**src/rtl/trisc_ctrl_seq_if.sv**
```systemverilog
// Bundle between the TRISC control sequencer and its decoder/datapath/memory neighbours.
// Memory handshake: mem_rd/mem_wr is a request held until the cycle mem_rdy=1, which completes the transfer.
interface trisc_ctrl_seq_if #(parameter int CNT_W = 16);
  logic             run;
  logic [10:0]      id;
  logic             z;
  logic             n;
  logic             mem_rdy;
  logic             mar_ld;
  logic             addr_sel;
  logic             mem_rd;
  logic             mem_wr;
  logic             ir_ld;
  logic             pc_inc;
  logic             pc_ld;
  logic             acc_ld;
  logic [2:0]       alu_op;
  logic             illegal;
  logic             halted;
  logic [2:0]       state;
  logic [CNT_W-1:0] instr_cnt;

  modport master (
    output run, id, z, n, mem_rdy,
    input  mar_ld, addr_sel, mem_rd, mem_wr, ir_ld, pc_inc, pc_ld, acc_ld,
    input  alu_op, illegal, halted, state, instr_cnt
  );

  modport slave (
    input  run, id, z, n, mem_rdy,
    output mar_ld, addr_sel, mem_rd, mem_wr, ir_ld, pc_inc, pc_ld, acc_ld,
    output alu_op, illegal, halted, state, instr_cnt
  );
endinterface

```
**src/rtl/trisc_ctrl_seq.sv**
```systemverilog
// Multi-cycle fetch/decode/execute sequencer for the TRISC accumulator machine.
// Emits per-cycle datapath strobes and counts retired instructions.
module trisc_ctrl_seq #(
    parameter int CNT_W = 16
) (
    input logic             clk,
    input logic             rst_n,
    trisc_ctrl_seq_if.slave bus
);

    typedef enum logic [2:0] {
        S_F0   = 3'd0,
        S_F1   = 3'd1,
        S_D    = 3'd2,
        S_E    = 3'd3,
        S_HALT = 3'd5
    } state_t;

    state_t           state_q;
    state_t           state_d;
    logic             halted_q;
    logic [CNT_W-1:0] cnt_q;
    logic             retire;
    logic             id_onehot;
    logic             mar_ld, addr_sel, mem_rd, mem_wr, ir_ld, pc_inc, pc_ld, acc_ld, illegal;
    logic [2:0]       alu_op;

    assign id_onehot = (bus.id != 11'd0) && ((bus.id & (bus.id - 11'd1)) == 11'd0);

    always_comb begin
        state_d  = state_q;
        retire   = 1'b0;
        mar_ld   = 1'b0;
        addr_sel = 1'b0;
        mem_rd   = 1'b0;
        mem_wr   = 1'b0;
        ir_ld    = 1'b0;
        pc_inc   = 1'b0;
        pc_ld    = 1'b0;
        acc_ld   = 1'b0;
        alu_op   = 3'b000;
        illegal  = 1'b0;
        case (state_q)
            S_F0: begin
                if (bus.run) begin
                    mar_ld  = 1'b1;
                    state_d = S_F1;
                end
            end
            S_F1: begin
                mem_rd = 1'b1;
                if (bus.mem_rdy) begin
                    ir_ld   = 1'b1;
                    pc_inc  = 1'b1;
                    state_d = S_D;
                end
            end
            S_D: begin
                state_d = S_F0;
                if (!id_onehot) begin
                    illegal = 1'b1;
                end else if (bus.id[4:0] != 5'd0) begin
                    mar_ld   = 1'b1;
                    addr_sel = 1'b1;
                    state_d  = S_E;
                end else begin
                    // Everything else completes in decode; only the strobes differ.
                    retire = 1'b1;
                    if (bus.id[5]) begin
                        acc_ld = 1'b1;
                        alu_op = 3'b100;
                    end else if (bus.id[6]) begin
                        acc_ld = 1'b1;
                        alu_op = 3'b101;
                    end else if (bus.id[7]) begin
                        pc_ld = 1'b1;
                    end else if (bus.id[8]) begin
                        pc_ld = bus.z;
                    end else if (bus.id[9]) begin
                        pc_ld = bus.n;
                    end else begin
                        state_d = S_HALT;
                    end
                end
            end
            S_E: begin
                mem_wr = bus.id[1];
                mem_rd = !bus.id[1];
                if (bus.mem_rdy) begin
                    retire  = 1'b1;
                    state_d = S_F0;
                    acc_ld  = !bus.id[1];
                    if (bus.id[2])      alu_op = 3'b001;
                    else if (bus.id[3]) alu_op = 3'b010;
                    else if (bus.id[4]) alu_op = 3'b011;
                    else                alu_op = 3'b000;
                end
            end
            S_HALT: begin
                state_d = S_HALT;
            end
            default: begin
                state_d = S_F0;
            end
        endcase
    end

    always_ff @(posedge clk or negedge rst_n) begin
        if (!rst_n) begin
            state_q  <= S_F0;
            halted_q <= 1'b0;
            cnt_q    <= '0;
        end else begin
            state_q  <= state_d;
            halted_q <= (state_d == S_HALT);
            if (retire) cnt_q <= cnt_q + CNT_W'(1);
        end
    end

    // Strobes are squashed while reset is held so an in-flight write cannot complete.
    assign bus.mar_ld    = rst_n & mar_ld;
    assign bus.addr_sel  = rst_n & addr_sel;
    assign bus.mem_rd    = rst_n & mem_rd;
    assign bus.mem_wr    = rst_n & mem_wr;
    assign bus.ir_ld     = rst_n & ir_ld;
    assign bus.pc_inc    = rst_n & pc_inc;
    assign bus.pc_ld     = rst_n & pc_ld;
    assign bus.acc_ld    = rst_n & acc_ld;
    assign bus.alu_op    = (rst_n && acc_ld) ? alu_op : 3'b000;
    assign bus.illegal   = rst_n & illegal;
    assign bus.halted    = halted_q;
    assign bus.state     = state_q;
    assign bus.instr_cnt = cnt_q;

endmodule

```
**src/flat_wrapper.sv**
```systemverilog
// flat-port wrapper written by rule: the top's interface ports become plain ports
module trisc_ctrl_seq_flat 
#(
    parameter int CNT_W = 16
)
  (clk, rst_n, bus_run, bus_id, bus_z, bus_n, bus_mem_rdy, bus_mar_ld, bus_addr_sel, bus_mem_rd, bus_mem_wr, bus_ir_ld, bus_pc_inc, bus_pc_ld, bus_acc_ld, bus_alu_op, bus_illegal, bus_halted, bus_state, bus_instr_cnt);
  trisc_ctrl_seq_if #(.CNT_W(CNT_W)) bus_i ();
  input logic clk;
  input logic rst_n;
  input wire logic [$bits(bus_i.run)-1:0] bus_run;
  input wire logic [$bits(bus_i.id)-1:0] bus_id;
  input wire logic [$bits(bus_i.z)-1:0] bus_z;
  input wire logic [$bits(bus_i.n)-1:0] bus_n;
  input wire logic [$bits(bus_i.mem_rdy)-1:0] bus_mem_rdy;
  output wire logic [$bits(bus_i.mar_ld)-1:0] bus_mar_ld;
  output wire logic [$bits(bus_i.addr_sel)-1:0] bus_addr_sel;
  output wire logic [$bits(bus_i.mem_rd)-1:0] bus_mem_rd;
  output wire logic [$bits(bus_i.mem_wr)-1:0] bus_mem_wr;
  output wire logic [$bits(bus_i.ir_ld)-1:0] bus_ir_ld;
  output wire logic [$bits(bus_i.pc_inc)-1:0] bus_pc_inc;
  output wire logic [$bits(bus_i.pc_ld)-1:0] bus_pc_ld;
  output wire logic [$bits(bus_i.acc_ld)-1:0] bus_acc_ld;
  output wire logic [$bits(bus_i.alu_op)-1:0] bus_alu_op;
  output wire logic [$bits(bus_i.illegal)-1:0] bus_illegal;
  output wire logic [$bits(bus_i.halted)-1:0] bus_halted;
  output wire logic [$bits(bus_i.state)-1:0] bus_state;
  output wire logic [$bits(bus_i.instr_cnt)-1:0] bus_instr_cnt;
  assign bus_i.run = bus_run;
  assign bus_i.id = bus_id;
  assign bus_i.z = bus_z;
  assign bus_i.n = bus_n;
  assign bus_i.mem_rdy = bus_mem_rdy;
  assign bus_mar_ld = bus_i.mar_ld;
  assign bus_addr_sel = bus_i.addr_sel;
  assign bus_mem_rd = bus_i.mem_rd;
  assign bus_mem_wr = bus_i.mem_wr;
  assign bus_ir_ld = bus_i.ir_ld;
  assign bus_pc_inc = bus_i.pc_inc;
  assign bus_pc_ld = bus_i.pc_ld;
  assign bus_acc_ld = bus_i.acc_ld;
  assign bus_alu_op = bus_i.alu_op;
  assign bus_illegal = bus_i.illegal;
  assign bus_halted = bus_i.halted;
  assign bus_state = bus_i.state;
  assign bus_instr_cnt = bus_i.instr_cnt;
  trisc_ctrl_seq #(.CNT_W(CNT_W)) u_core (.clk(clk), .rst_n(rst_n), .bus(bus_i));
endmodule
```
**config.mk**
```make
export PLATFORM = sky130hd
export DESIGN_NAME = trisc_ctrl_seq_flat
export DESIGN_NICKNAME = d
export VERILOG_FILES = /design/src/rtl/trisc_ctrl_seq_if.sv /design/src/rtl/trisc_ctrl_seq.sv /design/src/flat_wrapper.sv
export SDC_FILE = /design/constraint.sdc
export NUM_CORES = 1
export LEC_CHECK = 0
export ABC_AREA = 1
export CAP_MARGIN = 20
export CORE_MARGIN = 2
export CORE_UTILIZATION = 43
export CTS_BUF_LIST = sky130_fd_sc_hd__clkbuf_4 sky130_fd_sc_hd__clkbuf_8
export DETAILED_ROUTE_END_ITERATION = 10
export GPL_TIMING_DRIVEN = 0
export PLACE_DENSITY = 0.79
export SKIP_CTS_REPAIR_TIMING = 1
export SYNTH_ARGS = -nofsm -noshare
export SYNTH_HDL_FRONTEND = slang
export SYNTH_SLANG_ARGS = --single-unit
```
**constraint.sdc**
```tcl
create_clock -name clk -period 1.5 [get_ports clk]
set_input_delay 0.3 -clock clk [delete_from_list [all_inputs] [get_ports clk]]
set_output_delay 0.3 -clock clk [all_outputs]
set_load 0.005 [all_outputs]
```
After elaboration in Yosys (flattened, before gate mapping)
Index checks and enable logic that the tools add are counted.
- output and inout port bits: 32
- register bits: 20
- bitwise operators: 9
- $add $sub $neg: 2
- multiplexer cells: 49
- reduce and logical (&&, ||, !) cells: 7
- equality and inequality tests: 5
- operators with widths (cell ; number):
    two-way mux 3 bit ; 18
    two-way mux 1 bit ; 24
    adder 16 x 1 -> 16 bit (second input constant) ; 1
    case mux 3 bit (5 select lines) ; 1
    AND 11 bit ; 1
    zero test 11 bit ; 1
    nonzero test 11 bit ; 1
    subtractor 11 x 1 -> 11 bit (second input constant) ; 1
    AND 1 bit ; 8
    case mux 1 bit (2 select lines) ; 4
    == test 3 x 2 -> 1 bit (second input constant) ; 2
    == test 3 bit (second input constant) ; 2
    case mux 3 bit (2 select lines) ; 1
    nonzero test 5 bit ; 1
    == test 3 x 1 -> 1 bit (second input constant) ; 1
    zero test 3 bit ; 1
    logical AND 1 bit ; 2
    two-way mux 2 bit ; 1
    zero test 1 bit ; 1

Depth between registers and ports, before layout
Gate-level depths: netlist (run 1).
- word-level depth: 9
- mapped depth: 12
- gate-level depth less buffers: 12

Least setup slack after synthesis (run 1)
OpenSTA, ideal clock, no wires.
- kind: register to output
- start point: register u_core.state_q[2], in the netlist u_core.bus.state[2]
- end point: output bus_alu_op[0]
- path buffers: 0
- cell stages (with the launch flop): 10
- arrival: 1.344 ns
- slack: -0.144 ns
- cells stage by stage: dfrtp_1 inv_2 nand2_1 nor2_2 inv_1 nor2_1 nand4_1 nand2_1 nand2_1 nor2_1
- longest elaborated chain between the ends: 4
- elaborated cells between the ends (all ways): 6
- classes of those cells: eq/ne: 2; mux: 3; reduce/logical: 1
- ends and longest elaborated chain (item ; line ; text):
    start: declaration ; trisc_ctrl_seq.sv:19 ; state_t state_q;
    start signal: assignment ; trisc_ctrl_seq.sv:114 ; state_q <= state_d;
    == test 3 x 2 -> 1 bit ; trisc_ctrl_seq.sv:43 ; case (state_q)
    case mux 1 bit (2 select lines) ; trisc_ctrl_seq.sv:43 ;
    logical AND 1 bit ; trisc_ctrl_seq.sv:129 ; assign bus.alu_op = (rst_n && acc_ld) ? alu_op : 3'b000;
    two-way mux 3 bit * ; trisc_ctrl_seq.sv:129 ;
    end: declaration ; flat_wrapper.sv:23 ; output wire logic [$bits(bus_i.alu_op)-1:0] bus_alu_op;
Every way passes the cells marked *; elsewhere a longest branch is shown, timed or not.

Worst setup path after layout (run 1)
- start point: register u_core.state_q[2], in the netlist u_core.bus.state[2]
- end point: output bus_alu_op[1]
Same word-level chain as after synthesis.

==> results of run 1 <==
## worst max-delay path, stage by stage (launching register included)
cell     delay, ns
dfrtp_2       0.45
inv_4         0.08
nand2_4       0.06
nor2_4        0.15
inv_2         0.08
nor2_4        0.11
nand4_1       0.12
buf_4         0.17
nand2_4       0.07
nand2_4       0.05
nor2_1        0.09
buf_2         0.12
## kinds of logic (layout without fill, tap and decap cells)
group / Yosys count / after routing
xor gates and xnor gates: 9 / 9
adders and majority gates: 1 / 1
and+or+nand+nor: 143 / 144
AOI/OAI and AO/OA: 15 / 15
DFF: 20 / 20
buffers and inverters: 28 / 114
## sequential cells by signal, indices dropped and copies added (netlist names)
register and count:
u_core.bus.instr_cnt 16, u_core.bus.state 3, u_core.bus.halted 1
## how the worst max path moves through the flow
stage / cells after the start / start / endpoint
5_1_grt: 11 / u_core.bus.state[2] / bus_alu_op[1]
3_3_place_gp: 4 / rst_n / bus_mem_rd
4_1_cts: 4 / rst_n / bus_mem_rd
2_1_floorplan: 9 / bus_id[1] / bus_alu_op[0]
3_5_place_dp: 4 / rst_n / bus_mem_rd
6_report: 11 / u_core.bus.state[2] / bus_alu_op[1]
## synthesized netlist by cell type, drive strengths merged
master and n:
nand3 21, and2 1, ha 1, xor2 6, nor4 5, o21ai 12, a21oi 2, buf 3
nor3b 1, nor2 29, nand3b 6, nand2 68, inv 25, xnor2 3, a2111oi 1, dfrtp 20
nor3 7, nand4 5
## report_power, final
group	switching [mW]	internal (mW)
clock	0.173	0.148
combinational	0.653	0.597
sequential	0.149	0.665
## per-stage QoR
step | cell area [sq um] | TNS (ns)
2_1_floorplan | 1530 | -0.1559
3_3_place_gp | 2068 | -30.78
3_5_place_dp | 2068 | -30.94
4_1_cts | 2105 | -25.75
5_1_grt | 2656 | -10.39
6_report | 2656 | -8.015
## final cells by class
class	count	area, sq um	share of cell area
multi-input combinational	169	1102	0.4150
timing repair buffer	82	819.5	0.3085
sequential	20	506.7	0.1908
inverter	25	96.34	0.03627
tap	46	57.56	0.02167
buffer	3	37.54	0.01413
clock buffer	4	36.28	0.01366
## layer usage
metal,routed length [um],track usage,vias up
li1,-,-,879
met1,2229,0.2608,915
met2,2776,0.3138,142
met3,439,0.03784,39
met4,258,0.03333,0
met5,0,0,-
==> flow_summary.toml, run 1 <==
[run_status]
status = "finished with violations"
violations = "negative setup slack"

[timing]
slew_viol_final = 0
timing.fmax_mhz = 465.9
setup_repair_after_global_routing_missed_its_margin = "yes"
setup_slack_ns = -0.6463
final-setup-viol-count = 29
timing.hold.ws_ns = 0.4490
worst-slew-pin-transition_ns = 0.9428
final.min_clock_period_ns = 2.146
worst_slew_margin_rel = 0.3694
finalCritPeriodShare = 1.431
finalHoldViolations = 0
worst_clock_skew_ns = 0.009206

[placed_design]
finalWeightedCongestion = 0.8966
place_hpwl_mm = 2.913
placed_cells = 310
placement.setup.worst_slack_ns = -1.642
port-buffer-count = 48

[final_layout]
stdcell_count = 349
antenna_cells = 0
fin_util = 0.7960
nNetsFinal = 322
layout.cells.most_common = "nand2_1"
nFillCells = 213
flow.area_growth_from_synthesis_pct = 77.21
drive_above_1_share = 0.3861
layout.cells.most_common_list = "nand2_1 (54), buf_4 (27), dlymetal6s2s_1 (25), inv_1 (19), dfrtp_1 (15)"

[global_route]
initial_antenna_violation_count = 0
grt.total_usage = 0.1904
global_route.overflow_total = 0
grt_pass1_wl_mm = 6.244
grt_max_degree = 23
grt_pass1_vias = 1419

[setup_path]
worstSetupStartpointType = "register"
ff2ff_path_depth = 10
worst_r2r_startpoint = "u_core.bus.state[2]"
critPathArrivalTime_ns = 1.85
endpoint_kind = "output port"
critical_path_class = "reg -> out"
cp.required_ns = 1.20
timing.rr.end = "u_core.bus.instr_cnt[0]"
rrSetupSlack_ns = -0.15
crit_path_max_fanout = 5

[logic_synthesis]
synth.top_cell.area_share = 0.3339
post_synth_and_or_nand_nor_area_fraction = 0.4674
netlist_instances = 216
synth_top_family_by_area = "simple AND/OR/NAND/NOR gates"
synth.cell_area_sq_mm = 0.001499
synthesis.nets = 234
synth_mux_area_frac = 0
synth-xor-area-share = 0.05259
synth-warning-count = 0
yosys.area_share.adder = 0.008347
ys_seq_elements = 20
synthDistinctLibCells = 28
synth.avg_cell_area_sq_um = 6.940
netlist_top_cells_area = "dfrtp_1 (33%), nand2_1 (17%), nand3_1 (6.0%)"
sequential_area_share_after_synthesis = 0.3339
synth-compound-area-share = 0.05259
yosys.area.top_type = "dfrtp_1"

[floorplan]
chipHeight_um = 63.04
design.die.area_sq_mm = 0.003974
floorplan.initialDensity = 0.4492
top_level_ports = 49
chipWidth_um = 63.04
core_area_sq_mm = 0.003337
rows = 21

[routing]
routed-via-count = 1975
route.detailed.wl_per_inst_um = 16.34
route.detailed.vias_per_inst = 5.659
detail_route.iter0.violations = 245
drtAntennaViolNets = 0
iteration_count_of_the_initial_detailed_routing_pass = 5
remaining_drc_errors = 0
wirelength_mm = 5.703

[clocking]
cts_tree = "built"
cts_buffer_depth = 2
cts_max_level = 1
clock-root-buffer = "clkbuf_4"
cts.sink_count = 20
cts_inserted_buffers = 3
clk_pin_slew_worst_paths_ns = 0.11
clkLatencyLatePin_ns = 0.31

[worst_hold_path]
hold-path-endpoint = "u_core.bus.state[2]"
hold_depth = 6
hp-start = "bus_id[0]"
worst_hold_path_type = "in -> reg"

[power]
worst_ir_drop_vdd_v = 0.0008071
report.power.total_mw = 2.385
power-per-cell-area_mw_per_mm2 = 898.0
power_leakage_nw = 1.533

[job]
drv_cap = 0
Power figures use the tool's default switching activity.
==> run 2, diff against run 1 <==
- MAX_ROUTING_LAYER: not set -> met4
==> flow_summary.toml, run 2 (synthesis gave the netlist of run 1 again) <==
[final_layout]
layout.cells.most_common = "nand2_1"
nNetsFinal = 322
largest_register_ff_count = 16
flow.area_growth_from_synthesis_pct = 77.21
nFillCells = 213
layout.cells.most_common_list = "nand2_1 (54), buf_4 (27), dlymetal6s2s_1 (25), inv_1 (19), dfrtp_1 (15)"
stdcell_count = 349
antenna_cells = 0
drive_above_1_share = 0.3861

[routing]
drtAntennaViolNets = 0
route.detailed.wl_per_inst_um = 16.20
remaining_drc_errors = 0
routed-via-count = 1963
detail_route.iter0.violations = 243
iteration_count_of_the_initial_detailed_routing_pass = 5
wirelength_mm = 5.654
route.detailed.vias_per_inst = 5.625

[clocking]
cts_max_level = 1
cts_inserted_buffers = 3
cts_tree = "built"
clock-root-buffer = "clkbuf_4"
cts_buffer_depth = 2
clk_pin_slew_worst_paths_ns = 0.11
clkLatencyLatePin_ns = 0.31
cts.sink_count = 20

[global_route]
grt_pass1_wl_mm = 6.244
grt.total_usage = 0.1958
grt_pass1_vias = 1420
global_route.overflow_total = 0
initial_antenna_violation_count = 0
grt_max_degree = 23

[timing]
finalSetupTns_ns = -7.866
setup_slack_ns = -0.6432
finalHoldViolations = 0
worst-slew-pin-transition_ns = 0.9412
worst_clock_skew_ns = 0.01257
worst_slew_margin_rel = 0.3705
setup_repair_after_global_routing_missed_its_margin = "yes"
finalCritPeriodShare = 1.429
final-setup-viol-count = 29
final.min_clock_period_ns = 2.143
timing.fmax_mhz = 466.6
slew_viol_final = 0

[power]
combinationalPowerShare = 0.524
clock_power_share = 0.135
power_frac_seq = 0.342
netSwitchingFraction = 0.4072
intPower_mw = 1.411
power_leakage_nw = 1.533
power-per-cell-area_mw_per_mm2 = 896.1
p_sw_uw = 969.3
worst_ir_drop_vdd_v = 0.0008050
report.power.total_mw = 2.380

[run_status]
status = "finished with violations"
violations = "negative setup slack"

[floorplan]
chipWidth_um = 63.04
floorplan.initialDensity = 0.4492
design.die.area_sq_mm = 0.003974
chipHeight_um = 63.04
rows = 21
core_area_sq_mm = 0.003337
top_level_ports = 49

[setup_path]
worstSetupStartpointType = "register"
crit_path_max_fanout = 5
cp.required_ns = 1.20
critPathArrivalTime_ns = 1.84
endpoint_kind = "output port"
critical_path_class = "reg -> out"

[placed_design]
finalWeightedCongestion = 0.9117
port-buffer-count = 48
placed_cells = 310
place_hpwl_mm = 2.913
placement.setup.worst_slack_ns = -1.642

[worst_hold_path]
worst_hold_path_type = "in -> reg"

[job]
drv_cap = 0
==> run 2: cell counts in the layout (fill, tap and decap cells not counted) <==
Identical to the previous run, type by type.
==> run 2: power groups by stage <==
stage          registers, mW  logic, mW  clock network (mW)
5_1_grt                0.828       1.33               0.337
3_3_place_gp           0.808      0.891                   0
2_1_floorplan          0.800      0.452                   0
3_5_place_dp           0.809      0.914                   0
4_1_cts                0.798      0.919               0.314
6_report               0.813       1.25               0.321
==> run 2: layer usage <==
layer / vias up / routed length [um] / global-route usage
met5: - / 0 / -
met4: 0 / 239 / 0.03333
met3: 30 / 429 / 0.03604
met2: 142 / 2765 / 0.3138
met1: 909 / 2220 / 0.2619
li1: 882 / - / -
==> run 2: area by class of cell <==
class                           instances  area [sq um]  share of cell area
Tap cell                               46         57.56             0.02167
Buffer                                  3         37.54             0.01413
Timing Repair Buffer                   82         819.5              0.3085
Inverter                               25         96.34             0.03627
Clock buffer                            4         36.28             0.01366
Multi-Input combinational cell        169          1102              0.4150
Sequential cell                        20         506.7              0.1908
==> run 2: final timing paths <==
path	start	to	slack [ns]	depth (start not counted)
setup / recovery	u_core.bus.state[2]	bus_alu_op[1]	-0.64	11
hold / removal	bus_id[0]	u_core.bus.state[2]	0.45	6
setup reg to reg	u_core.bus.instr_cnt[0]	u_core.bus.instr_cnt[14]	-0.15	7
hold reg to reg	u_core.bus.instr_cnt[2]	u_core.bus.instr_cnt[2]	0.56	2
max in group asynchronous	rst_n	u_core.bus.state[1]	0.11	2
min in group asynchronous	rst_n	u_core.bus.instr_cnt[15]	0.73	2
==> run 2: worst max-delay path: stages (launching register included) <==
cell and delay, ns:
dfrtp_2 0.45, inv_4 0.08, nand2_4 0.06, nor2_4 0.14
inv_2 0.07, nor2_4 0.11, nand4_1 0.12, buf_4 0.17
nand2_4 0.07, nand2_4 0.05, nor2_1 0.09, buf_2 0.12
==> run 2: stage by stage <==
step,cell area (sq um),util,hold WS [ns]
after floorplan,1530,-,0.004409
after global placement,2068,0.6198,0.5222
after detailed placement,2068,0.6198,0.5236
after CTS,2105,0.6307,0.5418
after global routing,2656,0.7960,0.4765
final,2656,0.7960,0.4493
==> RTL edit (flow settings as in run 1) <==
`CNT_W` is set to 16 in 3 places; all go to 14.
--- a/src/rtl/trisc_ctrl_seq_if.sv
+++ b/src/rtl/trisc_ctrl_seq_if.sv
@@ -1,6 +1,6 @@
 // Bundle between the TRISC control sequencer and its decoder/datapath/memory neighbours.
 // Memory handshake: mem_rd/mem_wr is a request held until the cycle mem_rdy=1, which completes the transfer.
-interface trisc_ctrl_seq_if #(parameter int CNT_W = 16);
+interface trisc_ctrl_seq_if #(parameter int CNT_W = 14);
   logic             run;
   logic [10:0]      id;
   logic             z;
--- a/src/rtl/trisc_ctrl_seq.sv
+++ b/src/rtl/trisc_ctrl_seq.sv
@@ -1,7 +1,7 @@
 // Multi-cycle fetch/decode/execute sequencer for the TRISC accumulator machine.
 // Emits per-cycle datapath strobes and counts retired instructions.
 module trisc_ctrl_seq #(
-    parameter int CNT_W = 16
+    parameter int CNT_W = 14
 ) (
     input logic             clk,
     input logic             rst_n,
--- a/src/flat_wrapper.sv
+++ b/src/flat_wrapper.sv
@@ -1,7 +1,7 @@
 // flat-port wrapper written by rule: the top's interface ports become plain ports
 module trisc_ctrl_seq_flat 
 #(
-    parameter int CNT_W = 16
+    parameter int CNT_W = 14
 )
   (clk, rst_n, bus_run, bus_id, bus_z, bus_n, bus_mem_rdy, bus_mar_ld, bus_addr_sel, bus_mem_rd, bus_mem_wr, bus_ir_ld, bus_pc_inc, bus_pc_ld, bus_acc_ld, bus_alu_op, bus_illegal, bus_halted, bus_state, bus_instr_cnt);
   trisc_ctrl_seq_if #(.CNT_W(CNT_W)) bus_i ();
Interface: changed (resized bus_instr_cnt); port bits go from 49 to 47. The function was not compared with the original's and may differ.
==> RTL edit against run 1 <==
- the run still ends with setup timing left
- final cell count fell by 1.7%
- routed wire length fell by 11%
- final area fell by 5.3%
- sequential cell count fell by 2
- power fell by 2.0%
- area after synthesis fell by 6.9%
- setup slack improved by 0.048 ns
- die area fell by 6.5%
- critical path type unchanged
==> RTL edit: results (changes against run 1) <==
Detailed routing
  • TritonRoute pass-1 iters: 7 (+2)
  • DRT iter0 DRCs: 113 (-54%)
  • Routed Antenna Nets: 0 (unchanged)
  • Routed len/inst: 14.79 um (-9.5%)
  • Total Routed Length: 5073 um (-11%)
  • Vias: 1811 (-8.3%)

Timing
  • Slew HR: 0.4599 (+0.09054)
  • Hold_ws: 0.4822 ns (+0.03315 ns)
  • Final setup vio count: 27 (-6.9%)
  • Setup ws final: -0.5986 ns (+0.04775 ns)
  • Final TNS setup: -8.888 ns (-0.8728 ns)
  • Clock skew: 0.008336 ns (-0.0008706 ns)

Synth
  • Count of cell types in the netlist: 29 (+3.6%)
  • Post-Synthesis Cells: 209 (-3.2%)
  • Area fraction in compound gates after synthesis: 0.04215 (-0.01044)
  • Commonest cells in the netlist: 61 x nand2_1, 27 x nor2_1, 26 x inv_1, 22 x nand3_1, 18 x dfrtp_1
  • Syn_nets: 227 (-3.0%)
  • Synth Flop Type: dfrtp_1
  • Xor/xnor share of the synthesized area: 0.06188 (+0.009296)
  • Area contributors post-synth: dfrtp_1 32%, nand2_1 16%, nand3_1 7.9%
  • Post-synthesis mux area share: 0 (unchanged)
  • Post-Synth Adder-Cell Area: 0.008969 (+0.0006214)
  • Yosys warns: 0 (unchanged)
  • Sequential area share after synthesis: 0.3229 (-0.01102)

Critical path
  • CP Data Arrival Time: 1.80 ns (-0.05 ns)
  • Reg2Reg Capture Point: u_core.bus.instr_cnt[2]
  • R2R depth: 12 (+2)
  • Reg-to-reg setup timing slack: -0.19 ns (-0.04 ns)
  • Crit-path leading delay family: simple AND/OR/NAND/NOR gates
  • Critical R2R Launch: u_core.bus.state[2]
  • Worst-path fanout max: 5 (unchanged)
  • Slowest CP cell: dfrtp_2
  • CP peak stage delay: about 0.44 ns
  • Startpoint types: register

Power and ir drop
  • Peak supply drop: 773.8 uV (-4.1%)
  • Leakage power: 1.429 nW (-6.7%)

Cells and area
  • Ratio of cells with drive above 1 in the final layout: 0.4381 (+0.05199)
  • Nets@finish: 318 (-1.2%)
  • Max reg flops: 14 (-2)

Min path
  • Hold WC Path Type: in -> reg
  • Worst Hold Endpoint: u_core.bus.state[0]
  • Hold Path Origin: bus_id[7]
  • Hold path depth: 5 (-1)

Global routing
  • Global-route wire length before repair: 5637 um (-9.7%)
  • Vias in the first global route: 1276 (-10%)
  • Pin count of the biggest net entering global routing: 21 (-8.7%)
  • Total GRT Usage: 0.2013 (+0.01093)

Placed design
  • IO buf count: 46 (-4.2%)
  • Inst Count DP: 299 (-3.5%)
  • Gpl congestion: 0.8605 (-4.0%)
  • Hpwl dp: 2711 um (-6.9%)

Clocking
  • Root buf cell: clkbuf_4
  • Total clock buffers created by CTS: 3 (unchanged)
  • Clock slew at reported path FFs: ~0.1 ns
  • Worst-Skew Late Latency: 0.31 ns (about the same)
  • CTS max path bufs: 2 (unchanged)

Run status
  • Status: complete, but fails checks
  • Failing checks: setup timing
-- RTL edit: routing by layer --
metal / part of all wire / up-vias / GRT usage
met1: 0.41 / 868 / 0.2857
met3: 0.062 / 15 / 0.04691
li1: - / 843 / -
met2: 0.50 / 85 / 0.3118
met4: 0.031 / 0 / 0.04658
met5: 0 / - / 0
-- RTL edit: logic make-up (layout without fill, tap and decap cells) --
logic type / Yosys count / count (layout)
flops: 18 / 18
simple gates: 140 / 140
fa+ha+maj: 1 / 1
compound gates: 11 / 11
buf+inv: 30 / 120
xor+xnor: 9 / 9
-- RTL edit: metrics by stage --
step	worst slack, ns	power [mW]	area [um2]
floorplan	-0.1013	1.163	1431
global placement	-1.532	1.607	1947
detailed placement	-1.496	1.624	1947
CTS	-1.534	1.929	1983
global route	-0.7381	2.483	2515
finish	-0.5986	2.337	2515
-- RTL edit: cell type report --
cell class              instances  area, um2
clock buffers                   4      36.28
well taps                      44      55.05
plain buffers                   3      37.54
inverters                      27      105.1
flip-flops and latches         18      456.7
fillers                       194      563.0
repair buffers                 86      808.3
multi-input cells             161       1016
-- RTL edit: worst max path at each step --
stage / cells after the start / to
6_report: 10 / bus_alu_op[0]
5_1_grt: 10 / bus_alu_op[0]
4_1_cts: 4 / bus_mem_rd
3_5_place_dp: 4 / bus_mem_rd
3_3_place_gp: 4 / bus_mem_rd
2_1_floorplan: 9 / bus_alu_op[0]
-- RTL edit: worst min-delay path: cells and delay by family --
family | cells | cell delay [ns]
buffers and inverters | 1 | 0.13
and+or+nand+nor | 4 | 0.31
-- RTL edit: report_power, final --
group / leakage [nW] / internal [mW] / switching [mW]
logic: 1.18 / 0.669 / 0.613
clock network: 0.0210 / 0.148 / 0.163
registers: 0.229 / 0.615 / 0.128
